## config.mk

```make
export PLATFORM = sky130hd
export DESIGN_NAME = servant_rr_arbiter
export DESIGN_NICKNAME = d
export VERILOG_FILES = /design/src/rtl/servant_rr_arbiter.sv
export SDC_FILE = /design/constraint.sdc
export NUM_CORES = 1
export LEC_CHECK = 0
export ABC_AREA = 1
export BUFFER_PORTS_ARGS = -buffer_cell sky130_fd_sc_hd__buf_4
export CAP_MARGIN = 20
export CORE_AREA = 2 2 121 123
export DETAILED_ROUTE_END_ITERATION = 10
export DIE_AREA = 0 0 123 125
export GPL_TIMING_DRIVEN = 1
export PLACE_DENSITY_LB_ADDON = 0.1
export SYNTH_ARGS = -nofsm -noshare
export SYNTH_HDL_FRONTEND = slang
export SYNTH_SLANG_ARGS = --single-unit
```

## constraint.sdc

```tcl
create_clock -name i_clk -period 2 [get_ports i_clk]
set_input_delay 0.2 -clock i_clk [delete_from_list [all_inputs] [get_ports i_clk]]
set_output_delay 0.2 -clock i_clk [all_outputs]
set_load 0.01 [all_outputs]
```

## src/rtl/servant_rr_arbiter.sv

```systemverilog
// Two-master Wishbone classic arbiter with registered round-robin or fixed-priority grant.
// Define SERVANT_ARB_TIMEOUT_EN to enable the watchdog that terminates stalled slave cycles.
module servant_rr_arbiter #(
  parameter int FIXED_PRIO = 0,
  parameter int TIMEOUT    = 255
) (
  input  logic        i_clk,
  input  logic        i_rst,
  input  logic [31:0] i_wb_m0_adr,
  input  logic [31:0] i_wb_m0_dat,
  input  logic [3:0]  i_wb_m0_sel,
  input  logic        i_wb_m0_we,
  input  logic        i_wb_m0_cyc,
  output logic [31:0] o_wb_m0_rdt,
  output logic        o_wb_m0_ack,
  input  logic [31:0] i_wb_m1_adr,
  input  logic [31:0] i_wb_m1_dat,
  input  logic [3:0]  i_wb_m1_sel,
  input  logic        i_wb_m1_we,
  input  logic        i_wb_m1_cyc,
  output logic [31:0] o_wb_m1_rdt,
  output logic        o_wb_m1_ack,
  output logic [31:0] o_wb_s_adr,
  output logic [31:0] o_wb_s_dat,
  output logic [3:0]  o_wb_s_sel,
  output logic        o_wb_s_we,
  output logic        o_wb_s_cyc,
  input  logic [31:0] i_wb_s_rdt,
  input  logic        i_wb_s_ack,
  output logic [1:0]  o_grant,
  output logic        o_timeout
);

  typedef enum logic [1:0] {
    IDLE = 2'd0,
    GNT  = 2'd1,
    HOLD = 2'd2
  } state_t;

  state_t      state_q, state_d;
  logic [1:0]  grant_q, grant_d;
  logic        last_q, last_d;
  logic        in_gnt_s;
  logic        own_cyc_s;
  logic        ack_s;
  logic        expire_s;
  logic        pick_m1_s;

  assign in_gnt_s  = (state_q == GNT);
  assign own_cyc_s = grant_q[1] ? i_wb_m1_cyc : (grant_q[0] & i_wb_m0_cyc);
  assign ack_s     = in_gnt_s & own_cyc_s & i_wb_s_ack;
  assign pick_m1_s = (FIXED_PRIO != 0) ? 1'b0 : ~last_q;

`ifdef SERVANT_ARB_TIMEOUT_EN
  localparam logic [15:0] WD_LAST = 16'(TIMEOUT - 1);
  logic [15:0] wd_q, wd_d;

  // Watchdog counts owned cycles; it is zero on every entry into GNT.
  always_comb begin
    wd_d = 16'd0;
    if (in_gnt_s) begin
      wd_d = wd_q + 16'd1;
    end else begin
      wd_d = 16'd0;
    end
  end

  always_ff @(posedge i_clk) begin
    if (i_rst) begin
      wd_q <= 16'd0;
    end else begin
      wd_q <= wd_d;
    end
  end

  // A slave ack in the same cycle wins over expiry.
  assign expire_s = in_gnt_s & own_cyc_s & ~i_wb_s_ack & (wd_q == WD_LAST);
`else
  logic [15:0] unused_timeout_s;
  assign unused_timeout_s = 16'(TIMEOUT);
  assign expire_s = 1'b0;
`endif

  // Outside GNT the slave sees m0's request fields so nothing floats to X.
  assign o_wb_s_adr  = grant_q[1] ? i_wb_m1_adr : i_wb_m0_adr;
  assign o_wb_s_dat  = grant_q[1] ? i_wb_m1_dat : i_wb_m0_dat;
  assign o_wb_s_sel  = grant_q[1] ? i_wb_m1_sel : i_wb_m0_sel;
  assign o_wb_s_we   = grant_q[1] ? i_wb_m1_we  : i_wb_m0_we;
  assign o_wb_s_cyc  = in_gnt_s & own_cyc_s & ~expire_s;
  assign o_wb_m0_ack = grant_q[0] & (ack_s | expire_s);
  assign o_wb_m1_ack = grant_q[1] & (ack_s | expire_s);
  assign o_wb_m0_rdt = expire_s ? 32'h0 : i_wb_s_rdt;
  assign o_wb_m1_rdt = expire_s ? 32'h0 : i_wb_s_rdt;
  assign o_grant     = grant_q;
  assign o_timeout   = expire_s;

  // Arbitration and transfer-tracking next state.
  always_comb begin
    state_d = state_q;
    grant_d = grant_q;
    last_d  = last_q;
    case (state_q)
      IDLE: begin
        if (i_wb_m0_cyc && i_wb_m1_cyc) begin
          grant_d = pick_m1_s ? 2'b10 : 2'b01;
          state_d = GNT;
        end else if (i_wb_m0_cyc) begin
          grant_d = 2'b01;
          state_d = GNT;
        end else if (i_wb_m1_cyc) begin
          grant_d = 2'b10;
          state_d = GNT;
        end else begin
          grant_d = 2'b00;
        end
      end
      GNT: begin
        if (ack_s || expire_s) begin
          last_d  = grant_q[1];
          grant_d = 2'b00;
          state_d = HOLD;
        end else if (!own_cyc_s) begin
          grant_d = 2'b00;
          state_d = HOLD;
        end else begin
          grant_d = grant_q;
        end
      end
      HOLD: begin
        grant_d = 2'b00;
        state_d = IDLE;
      end
      default: begin
        grant_d = 2'b00;
        state_d = IDLE;
      end
    endcase
  end

  // Pointer resets to m1 so that m0 wins the first contention.
  always_ff @(posedge i_clk) begin
    if (i_rst) begin
      state_q <= IDLE;
      grant_q <= 2'b00;
      last_q  <= 1'b1;
    end else begin
      state_q <= state_d;
      grant_q <= grant_d;
      last_q  <= last_d;
    end
  end

endmodule
```

==> reports/qor.csv, run 1 <==
stage;metric;value;unit
floorplan;ioPinCount;314;
cells_and_area;finish.instance_area;0.003042;sq mm
pwr;post-layout-total-power;1104;uW
worst_setup_path;timing.critical_path.cells;inv_6, buf_4, nand2_1, nand2_1, buf_4;
synth;post_synth_instance_area;0.001663;sq mm
synth;synth.distinct_cells;20;
floorplan;core_area;0.01420;sq mm
placement;io_buffer_count;216;
worst_setup_path;worstRegToRegCells;3;
worst_setup_path;setup.worst_path.end_class;output pin;
grt;first_global_vias;2253;
floorplan;die_area;0.01538;sq mm
sta;hold_viol_final;0;
worst_setup_path;crit_path_max_fanout;58;
synth;cell_type_with_the_highest_aggregate_area_in_the_netlist;nand2_1;
cells_and_area;flow.area_growth_from_synthesis;82.92;%
grt;grt_start_max_net_pins;59;
sta;period_share;92.04;%
synth;postSynthAreaPerCell;4.979;sq um
worst_setup_path;internal_reg_to_reg_setup_slack;0.87;ns
placement;numPlacedInstances;657;
worst_setup_path;cp_slowest_stage_delay;0.49;ns
synth;synth.ff_latch_count;5;
synth;synth_top_area_share;48.31;%
clocking;post_cts_resized;0;
floorplan;placement_rows;44;
clocking;root_buffer;clkbuf_16;
detailed_routing;met3RoutedLength;742;um
worst_hold_path;worstHoldEndpoint;state_q[1];
cells_and_area;post_route_cells_drive_above_1_share;48.22;%
sta;grt_setup_unrepaired;false;
detailed_routing;drt-met1-wl;2515;um
clocking;cts_hold_buf;0;
synth;synth_sequential_area_ratio;6.020;%
worst_setup_path;crit_path_start_kind;flop;
clocking;clock_tree.buffer_depth;2;
sta;setup_viol;0;
synth;synth_fp_nets;509;
worst_hold_path;timing.hold.worst_path_depth;2;
worst_setup_path;worst_ep_arrival_time;1.64;ns
outcome;outcome;finished, final reports clean;
floorplan;initial_utilization;11.71;%
floorplan;chipWidth;123;um
clocking;cts_sinks;5;
job;max-cap-violations;0;
pwr;p_leak;0.001839;uW
detailed_routing;drt_first_pass_iters;4;
cells_and_area;num-nets-final;653;
detailed_routing;post_drt_wl_per_cell;11.13;um
detailed_routing;antenna_violating_nets_post_route;0;
grt;total_global_routing_overflow;0;
synth;number_of_instances_in_the_synthesized_netlist;334;
detailed_routing;vias;2372;
worst_setup_path;reg2reg_from;o_grant[1];
placement;place_hpwl;5932;um
clocking;post_cts_buffers;0;
worst_setup_path;slowest_stage;buf_4;
clocking;cts_htree_levels;1;
worst_setup_path;crit_type;flop to output pin;
synth;synth-warning-count;0;
pwr;p_per_area;363.0;mW/mm^2
clocking;cts-buffers-inserted;3;
cells_and_area;final_cell_count_no_fill;661;
grt;grt_pass1_wl;10720;um
clocking;clkTransAtPathRegs;0.04;ns
detailed_routing;remaining_design_rule_violation_count;0;
worst_hold_path;worst_hold_path_type;input pin to flop;
sta;fin_setup_tns;0;ns
detailed_routing;detailedRoute.firstIterationViolations;77;
sta;clock_skew;0.004249;ns
clocking;insertion_delay;0.23;ns
sta;finalWorstPathRequiredPeriod;1.841;ns
pwr;power.ir.vdd_worst;0.2571;mV
placement;detailed_place.area;0.002962;sq mm
worst_setup_path;critical_path_buf_inv_count;3;
detailed_routing;routed_via_density;3.589;
worst_setup_path;cp.required;1.80;ns
cells_and_area;diodes;0;
sta;timing.slew.headroom;59.19;%
sta;timing.fmax;543.2;MHz
grt;antenna_found_initial;0;
grt;gr-usage-all-layers;8.639;%
floorplan;chipHeight;125;um
placement;place_congestion;0.7169;
clocking;cts_tree;done;
sta;worst_slew_pin_slew;0.6121;ns
synth;synth_area_leaders;nand2_1 48%, buf_4 30%, dfxtp_1 6.0%;
detailed_routing;routed_wl;7356;um
sta;timing_max_transition_violations_final;0;
worst_setup_path;timing.rr.end;o_grant[1];
detailed_routing;highest_metal_layer_with_signal_wires;met4;
worst_setup_path;critical-path-top-delay-family;buffers and inverters;
worst_hold_path;min_from;i_rst;
detailed_routing;met2_wirelength;3849;um
[cell usage in the layout, fill, tap and decap left out]
| cell | n |
|---|---|
| a21oi_1 | 2 |
| buf_4 | 219 |
| clkbuf_16 | 3 |
| clkinv_1 | 1 |
| clkinv_2 | 1 |
| conb_1 | 1 |
| dfxtp_1 | 4 |
| dfxtp_2 | 1 |
| inv_1 | 8 |
| inv_6 | 1 |
| nand2_1 | 214 |
| nand2_4 | 1 |
| nand3_1 | 5 |
| nand3_2 | 2 |
| nand4_1 | 2 |
| nor2_1 | 8 |
| nor2_2 | 1 |
| nor2_4 | 1 |
| o21ai_0 | 1 |
| o21ai_1 | 1 |
[through the flow]
stage | hold WS, ns | util (%) | setup WS (ns)
after floorplan | 0.2691 | - | 0.8290
after global placement | 0.3944 | 20.85 | 0.3366
after detailed placement | 0.3912 | 20.85 | 0.3457
after CTS | 0.1458 | 21.41 | 0.09889
after global routing | 0.1562 | 21.41 | 0.01772
final | 0.1463 | 21.41 | 0.1591
[cell usage after synthesis (all sizes together)]
library cell and instances:
buf 79, nand2 215, inv 9, nand4 2, clkbuf 1, nor2 10, clkinv 1, conb 1
dfxtp 5, nand3 7, o21ai 2, a21oi 2
[where the power goes]
group | total (uW) | internal, uW | leakage (uW) | switching (uW)
Combinational | 653 | 376 | 0.00176 | 277
Clock | 339 | 262 | 0.0000409 | 76.5
Sequential | 112 | 107 | 0.0000415 | 5.36
[flip-flops by register name, indices dropped and copies added (netlist names)]
register,count
last_q,1
state_q,2
o_grant,2
[how the worst max path moves through the flow]
stage,startpoint,endpoint,cells after the start
6_report,o_grant[1],o_wb_s_adr[8],5
2_1_floorplan,o_grant[1],o_wb_s_dat[21],6
3_3_place_gp,o_grant[1],o_wb_s_adr[8],5
4_1_cts,o_grant[1],o_wb_s_adr[8],5
3_5_place_dp,o_grant[1],o_wb_s_adr[8],5
5_1_grt,o_grant[1],o_wb_s_adr[3],5
[cells by family (layout without fill, tap and decap cells)]
family / Yosys count / count (layout) / share of synthesized area (%)
AO/OA/AOI/OAI: 4 / 4 / 1.203
buffers and inverters: 90 / 233 / 37.25
flip-flops: 5 / 5 / 6.020
other: 1 / 1 / 0.2255
AND/OR/NAND/NOR: 234 / 234 / 55.30
[routing by layer]
layer | vias to the layer above | GRT usage, %
li1 | 1214 | -
met1 | 1010 | 8.519
met2 | 115 | 16.74
met3 | 33 | 1.779
met4 | 0 | 4.078
met5 | - | 0
[cell type report]
| type | count | area, sq um |
|---|---|---|
| Clock buffer | 3 | 75.07 |
| Timing Repair Buffer | 219 | 1644 |
| Tap cell | 184 | 230.2 |
| Sequential cell | 5 | 101.3 |
| Fill cell | 1639 | 11160 |
| Multi-Input combinational cell | 239 | 943.4 |
| Inverter | 10 | 42.54 |
| Clock inverter | 1 | 5.005 |
Note: power is estimated with default switching activity, not from simulation.
==> inputs of run 2 (changes only) <==
CTS_BUF_LIST = sky130_fd_sc_hd__clkbuf_2   (was unset)
==> run 2 against run 1 <==
Against the previous run: clock-buffer cell count unchanged; utilization decreased by 0.42 points; design area decreased by 2.0%; sequential power about the same; setup slack improved by 0.014 ns; total power decreased by 22%; non-clock buffer count unchanged; critical path depth unchanged; flip-flop and latch count unchanged; critical endpoint unchanged.
==> reports/qor.csv, run 2 (synthesis gave the netlist of run 1 again) <==
stage;metric;value;unit;change
outcome;outcome;finished, final reports clean;;unchanged
sta;hold_viol_final;0;;unchanged
floorplan;ioPinCount;314;;unchanged
grt;first_global_vias;2252;;was 2,253
sta;period_share;91.35;%;was 92.04%
floorplan;core_area;0.01420;sq mm;unchanged
worst_setup_path;cp.required;1.80;ns;about the same
clocking;cts_hold_buf;0;;unchanged
detailed_routing;highest_metal_layer_with_signal_wires;met4;;unchanged
worst_setup_path;timing.critical_path.cells;inv_6, buf_4, nand2_1, nand2_1, buf_4;;unchanged
sta;timing.slew.headroom;59.22;%;was 59.19%
sta;timing.fmax;547.3;MHz;was 543.2 MHz
detailed_routing;routed_via_density;3.576;;was 3.589
clocking;cts_htree_levels;1;;unchanged
cells_and_area;final_cell_count_no_fill;661;;unchanged
clocking;root_buffer;clkbuf_2;;was clkbuf_16
placement;pre_cts_setup_slack;0.3457;ns;unchanged
worst_setup_path;worst_ep_arrival_time;1.63;ns;was 1.64 ns
clocking;clock_tree.buffer_depth;2;;unchanged
floorplan;placement_rows;44;;unchanged
floorplan;initial_utilization;11.71;%;unchanged
sta;timing_max_transition_violations_final;0;;unchanged
cells_and_area;post_route_cells_drive_above_1_share;48.22;%;unchanged
grt;antenna_found_initial;0;;unchanged
worst_setup_path;crit_type;flop to output pin;;unchanged
floorplan;die_area;0.01538;sq mm;unchanged
pwr;power.ir.vdd_worst;0.1208;mV;was 0.2571 mV
detailed_routing;drt-met1-wl;2533;um;was 2515 um
placement;numPlacedInstances;657;;unchanged
grt;grt_pass1_wl;10700;um;was 10,720 um
worst_setup_path;crit_path_start_kind;flop;;unchanged
floorplan;chipHeight;125;um;unchanged
clocking;post_cts_buffers;0;;unchanged
grt;grt_start_max_net_pins;59;;unchanged
sta;grt_setup_unrepaired;false;;unchanged
detailed_routing;remaining_design_rule_violation_count;0;;unchanged
cells_and_area;num-nets-final;653;;unchanged
clocking;cts_tree;done;;unchanged
detailed_routing;vias;2364;;was 2,372
sta;setup_viol;0;;unchanged
grt;gr-usage-all-layers;8.564;%;was 8.639%
sta;fin_ws;0.1729;ns;was 0.1591 ns
job;max-cap-violations;0;;unchanged
cells_and_area;final_common_cell;buf_4;;unchanged
cells_and_area;top_library_cells_by_usage_in_the_layout_fill_and_taps_aside;219 x buf_4, 214 x nand2_1, 8 x inv_1, 8 x nor2_1, 5 x nand3_1;;unchanged
detailed_routing;routed_wl;7337;um;was 7356 um
pwr;p_leak;0.001815;uW;was 0.001839 uW
detailed_routing;post_drt_wl_per_cell;11.10;um;was 11.13 um
worst_setup_path;crit_path_max_fanout;58;;unchanged
worst_setup_path;cp_slowest_stage_delay;0.49;ns;about the same
sta;fin_setup_tns;0;ns;unchanged
clocking;cts_sinks;5;;unchanged
sta;worst_slew_pin_slew;0.6117;ns;was 0.6121 ns
detailed_routing;antenna_violating_nets_post_route;0;;unchanged
sta;finalWorstPathRequiredPeriod;1.827;ns;was 1.841 ns
detailed_routing;met3RoutedLength;737;um;was 742 um
cells_and_area;flow.area_growth_from_synthesis;79.31;%;was 82.92%
sta;clock_skew;0.01555;ns;was 0.004249 ns
detailed_routing;drt_first_pass_iters;4;;unchanged
pwr;p_per_area;288.2;mW/mm^2;was 363.0 mW/mm^2
clocking;post_cts_resized;0;;unchanged
placement;place_hpwl;5932;um;unchanged
detailed_routing;detailedRoute.firstIterationViolations;70;;was 77
placement;io_buffer_count;216;;unchanged
clocking;clkTransAtPathRegs;0.08;ns;was 0.04 ns
clocking;cts-buffers-inserted;3;;unchanged
worst_setup_path;slowest_stage;buf_4;;unchanged
worst_setup_path;setup.worst_path.end_class;output pin;;unchanged
worst_hold_path;worst_hold_path_type;input pin to flop;;unchanged
floorplan;chipWidth;123;um;unchanged
cells_and_area;diodes;0;;unchanged
detailed_routing;met2_wirelength;3866;um;was 3849 um
placement;place_congestion;0.7169;;unchanged
clocking;insertion_delay;0.23;ns;about the same
grt;total_global_routing_overflow;0;;unchanged
[run 2: cell types whose count changed in the layout (fill, tap and decap cells not counted)]
cell,delta
clkbuf_16,-3
clkbuf_2,+3
[run 2: per-layer routing]
layer  vias to the layer above  global-route usage [%]
met5                         -                       0
met4                         0                   3.476
met2                       113                   16.70
met3                        29                   1.779
met1                      1008                   8.575
li1                       1214                       -
[run 2: worst paths after layout]
path	from	endpoint	depth (start not counted)	slack (ns)
setup / recovery	o_grant[1]	o_wb_s_adr[8]	5	0.17
hold / removal	i_rst	state_q[1]	2	0.14
setup reg to reg	o_grant[1]	o_grant[1]	3	0.87
hold reg to reg	state_q[0]	state_q[1]	2	0.48
[run 2: critical path: cells and delay by family, from the launching register on]
| family | cells | cell delay, ns |
|---|---|---|
| simple gates | 2 | 0.28 |
| flops | 1 | 0.35 |
| buf+inv | 3 | 0.72 |
[run 2: report_power, final]
part	leakage, uW	total (uW)	internal, uW	switching, uW
Clock	0.0000164	94.5	45.2	49.3
Sequential	0.0000415	112	106	5.36
Combinational	0.00176	653	376	277
[run 2: cell type report]
class | count | area [sq um]
clock buffer | 3 | 15.01
clock inverter | 1 | 5.005
fill | 1646 | 11220
inverter | 10 | 42.54
multi-input combinational | 239 | 943.4
sequential | 5 | 101.3
tap | 184 | 230.2
timing repair buffer | 219 | 1644
[run 2: stage by stage]
| step | hold slack [ns] | power, uW | area (sq um) | utilization [%] |
|---|---|---|---|---|
| finish | 0.1405 | 859.3 | 2982 | 20.99 |
| global route | 0.1168 | 941.4 | 2982 | 20.99 |
| CTS | 0.1237 | 878.1 | 2982 | 20.99 |
| detailed placement | 0.3912 | 776.9 | 2962 | 20.85 |
| global placement | 0.3944 | 780.1 | 2962 | 20.85 |
| floorplan | 0.2691 | 483.6 | 1663 | - |
==> inputs of run 3 (changes only) <==
BUFFER_PORTS_ARGS = unset   (was -buffer_cell sky130_fd_sc_hd__buf_4)
CELL_PAD_IN_SITES_DETAIL_PLACEMENT = 0   (was unset)
CELL_PAD_IN_SITES_GLOBAL_PLACEMENT = 2   (was unset)
CORE_AREA = 2 2 122 124   (was 2 2 121 123)
DIE_AREA = 0 0 124 126   (was 0 0 123 125)
DONT_BUFFER_PORTS = 1   (was unset)
==> run 3 against run 2 <==
Against the previous run: combinational power shrank 58%; critical endpoint is now o_wb_m0_ack; cell count shrank 32%; wire length shrank 25%; global-route usage shrank 2.4 points; register-to-register slack lost 0.03 ns; hold slack lost 0.10 ns; clock-buffer cell count grew 1; critical path type unchanged; total power shrank 44%; non-clock buffer count shrank 213.
==> reports/qor.csv, run 3 (synthesis gave the netlist of run 1 again) <==
stage;metric;value;unit;change
cells_and_area;final_common_cell;nand2_1;;was buf_4
cells_and_area;register_area;101.3;sq um;unchanged
worst_setup_path;crit_type;flop to output pin;;unchanged
placement;io_buffer_count;0;;was 216
sta;finalWorstPathRequiredPeriod;1.543;ns;was 1.827 ns
worst_setup_path;worst_ep_arrival_time;1.34;ns;was 1.63 ns
worst_setup_path;timing.critical_path.from;o_grant[1];;unchanged
detailed_routing;vias;1570;;was 2,364
cells_and_area;num-nets-final;440;;was 653
pwr;power.sequential.fraction;23.5;%;was 13.0%
grt;total_global_routing_overflow;0;;unchanged
floorplan;core_area;0.01431;sq mm;was 0.01420 sq mm
clocking;post_cts_buffers;0;;unchanged
job;max-cap-violations;0;;unchanged
clocking;clock_tree.buffer_depth;2;;unchanged
floorplan;chipHeight;126;um;was 125 um
grt;gr-usage-all-layers;6.160;%;was 8.564%
cells_and_area;final_cell_count_no_fill;448;;was 661
pwr;pwr-share-clk;20.2;%;was 11.0%
pwr;power.net_switching;251.7;uW;was 332.0 uW
worst_setup_path;timing.rr.end;last_q;;was o_grant[1]
clocking;insertion_delay;0.22;ns;was 0.23 ns
detailed_routing;antenna_violating_nets_post_route;0;;unchanged
outcome;outcome;finished, final reports clean;;unchanged
floorplan;initial_utilization;11.62;%;was 11.71%
placement;place_hpwl;4563;um;was 5932 um
floorplan;placement_rows;44;;unchanged
detailed_routing;routed_via_density;3.504;;was 3.576
pwr;power.ir.vdd_worst;0.06744;mV;was 0.1208 mV
cells_and_area;fillerInstances;1714;;was 1,646
cells_and_area;fin_util;9.747;%;was 20.99%
sta;hold_viol_final;0;;unchanged
floorplan;die_area;0.01562;sq mm;was 0.01538 sq mm
worst_hold_path;worstHoldEndpoint;o_grant[1];;was state_q[1]
sta;timing.fmax;648.2;MHz;was 547.3 MHz
worst_setup_path;cp.required;1.80;ns;about the same
detailed_routing;drt_first_pass_iters;4;;unchanged
floorplan;chipWidth;124;um;was 123 um
clocking;cts_sinks;5;;unchanged
floorplan;ioPinCount;314;;unchanged
pwr;internal_power;229.9;uW;was 527.4 uW
detailed_routing;remaining_design_rule_violation_count;0;;unchanged
worst_hold_path;timing.hold.worst_path_depth;1;;was 2
sta;grt_setup_unrepaired;false;;unchanged
cells_and_area;diodes;0;;unchanged
clocking;cts_tree;done;;unchanged
grt;grt_pass1_wl;7334;um;was 10,700 um
placement;place_congestion;0.6914;;was 0.7169
worst_setup_path;internal_reg_to_reg_setup_slack;0.84;ns;was 0.87 ns
grt;first_global_vias;1489;;was 2,252
grt;grt_start_max_net_pins;43;;was 59
placement;numPlacedInstances;444;;was 657
sta;period_share;77.13;%;was 91.35%
grt;antenna_found_initial;0;;unchanged
clocking;clkTransAtPathRegs;0.06;ns;was 0.08 ns
detailed_routing;routed_wl;5534;um;was 7337 um
clocking;root_buffer;clkbuf_2;;unchanged
worst_hold_path;min_from;i_rst;;unchanged
cells_and_area;post_route_cells_drive_above_1_share;6.439;%;was 48.22%
sta;fin_setup_tns;0;ns;unchanged
worst_hold_path;worst_hold_path_type;input pin to flop;;unchanged
sta;hold_slack;0.03684;ns;was 0.1405 ns
clocking;cts-buffers-inserted;3;;unchanged
pwr;power_frac_comb;56.2;%;was 76.0%
cells_and_area;multiInputGateArea;943.4;sq um;unchanged
worst_setup_path;reg2reg_from;o_grant[1];;unchanged
sta;timing_max_transition_violations_final;0;;unchanged
detailed_routing;detailedRoute.firstIterationViolations;51;;was 70
sta;clock_skew;0.005082;ns;was 0.01555 ns
worst_setup_path;setup.worst_path.end_class;output pin;;unchanged
clocking;cts_hold_buf;0;;unchanged
detailed_routing;post_drt_wl_per_cell;12.35;um;was 11.10 um
worst_setup_path;worstRegToRegCells;6;;was 3
sta;setup_viol;0;;unchanged
worst_setup_path;crit_path_start_kind;flop;;unchanged
pwr;switching_part_of_the_total_power;52.26;%;was 38.63%
clocking;cts_htree_levels;1;;unchanged
clocking;post_cts_resized;0;;unchanged
cells_and_area;top_library_cells_by_usage_in_the_layout_fill_and_taps_aside;214 x nand2_1, 8 x inv_1, 8 x nor2_1, 5 x nand3_1, 5 x buf_4;;was 219 x buf_4, 214 x nand2_1, 8 x inv_1, 8 x nor2_1, 5 x nand3_1
worst_setup_path;crit_path_max_fanout;30;;was 58
pwr;p_leak;0.0007948;uW;was 0.001815 uW
cells_and_area;flow.area_growth_from_synthesis;-16.10;%;was 79.31%
pwr;p_per_area;345.2;mW/mm^2;was 288.2 mW/mm^2
run 3: cell count changes in the layout (fill, tap and decap cells not counted):
cell,previous run,this run
clkbuf_2,3,4
buf_4,219,5
buf_12,0,1
clkinv_2,1,0
run 3: cell type report:
cell class	count	area share [%]
multi-input combinational	239	67.62
tap	184	16.50
sequential	5	7.265
timing repair buffer	6	4.126
inverter	10	3.049
clock buffer	4	1.435
run 3: stage by stage:
| step | setup slack [ns] | power (uW) | instance area, sq um |
|---|---|---|---|
| floorplan | 0.8290 | 483.6 | 1663 |
| global placement | 0.6458 | 404.8 | 1375 |
| detailed placement | 0.6325 | 393.9 | 1375 |
| CTS | 0.3787 | 494.5 | 1395 |
| global route | 0.2989 | 533.1 | 1395 |
| finish | 0.4573 | 481.6 | 1395 |
run 3: worst max-delay path: stages, from the launching register on:
cell	delay [ns]
dfxtp_2	0.36
inv_6	0.20
nor2_2	0.08
nor2_4	0.12
nand3_1	0.10
nor2_1	0.13
buf_4	0.14
run 3: how the worst max path moves through the flow:
stage / end / slack (ns)
floorplan: o_wb_s_dat[21] / 0.83
global placement: o_wb_m0_ack / 0.65
detailed placement: o_wb_m0_ack / 0.63
CTS: o_wb_m0_ack / 0.38
global route: o_wb_m0_ack / 0.30
finish: o_wb_m0_ack / 0.46
run 3: per-layer routing:
| layer | up-vias | global-route usage (%) | share of wire, % |
|---|---|---|---|
| met2 | 121 | 13.06 | 56 |
| met5 | - | 0 | 0 |
| li1 | 786 | - | - |
| met4 | 0 | 2.908 | 2.7 |
| met1 | 641 | 4.891 | 31 |
| met3 | 22 | 1.676 | 10 |
run 3: power groups by stage:
stage                     sequential, uW  clock, uW  combinational [uW]
final                                113       97.5                 271
after floorplan                      113          0                 371
after global routing                 114        107                 312
after global placement               116          0                 289
after CTS                            114        102                 278
after detailed placement             116          0                 278
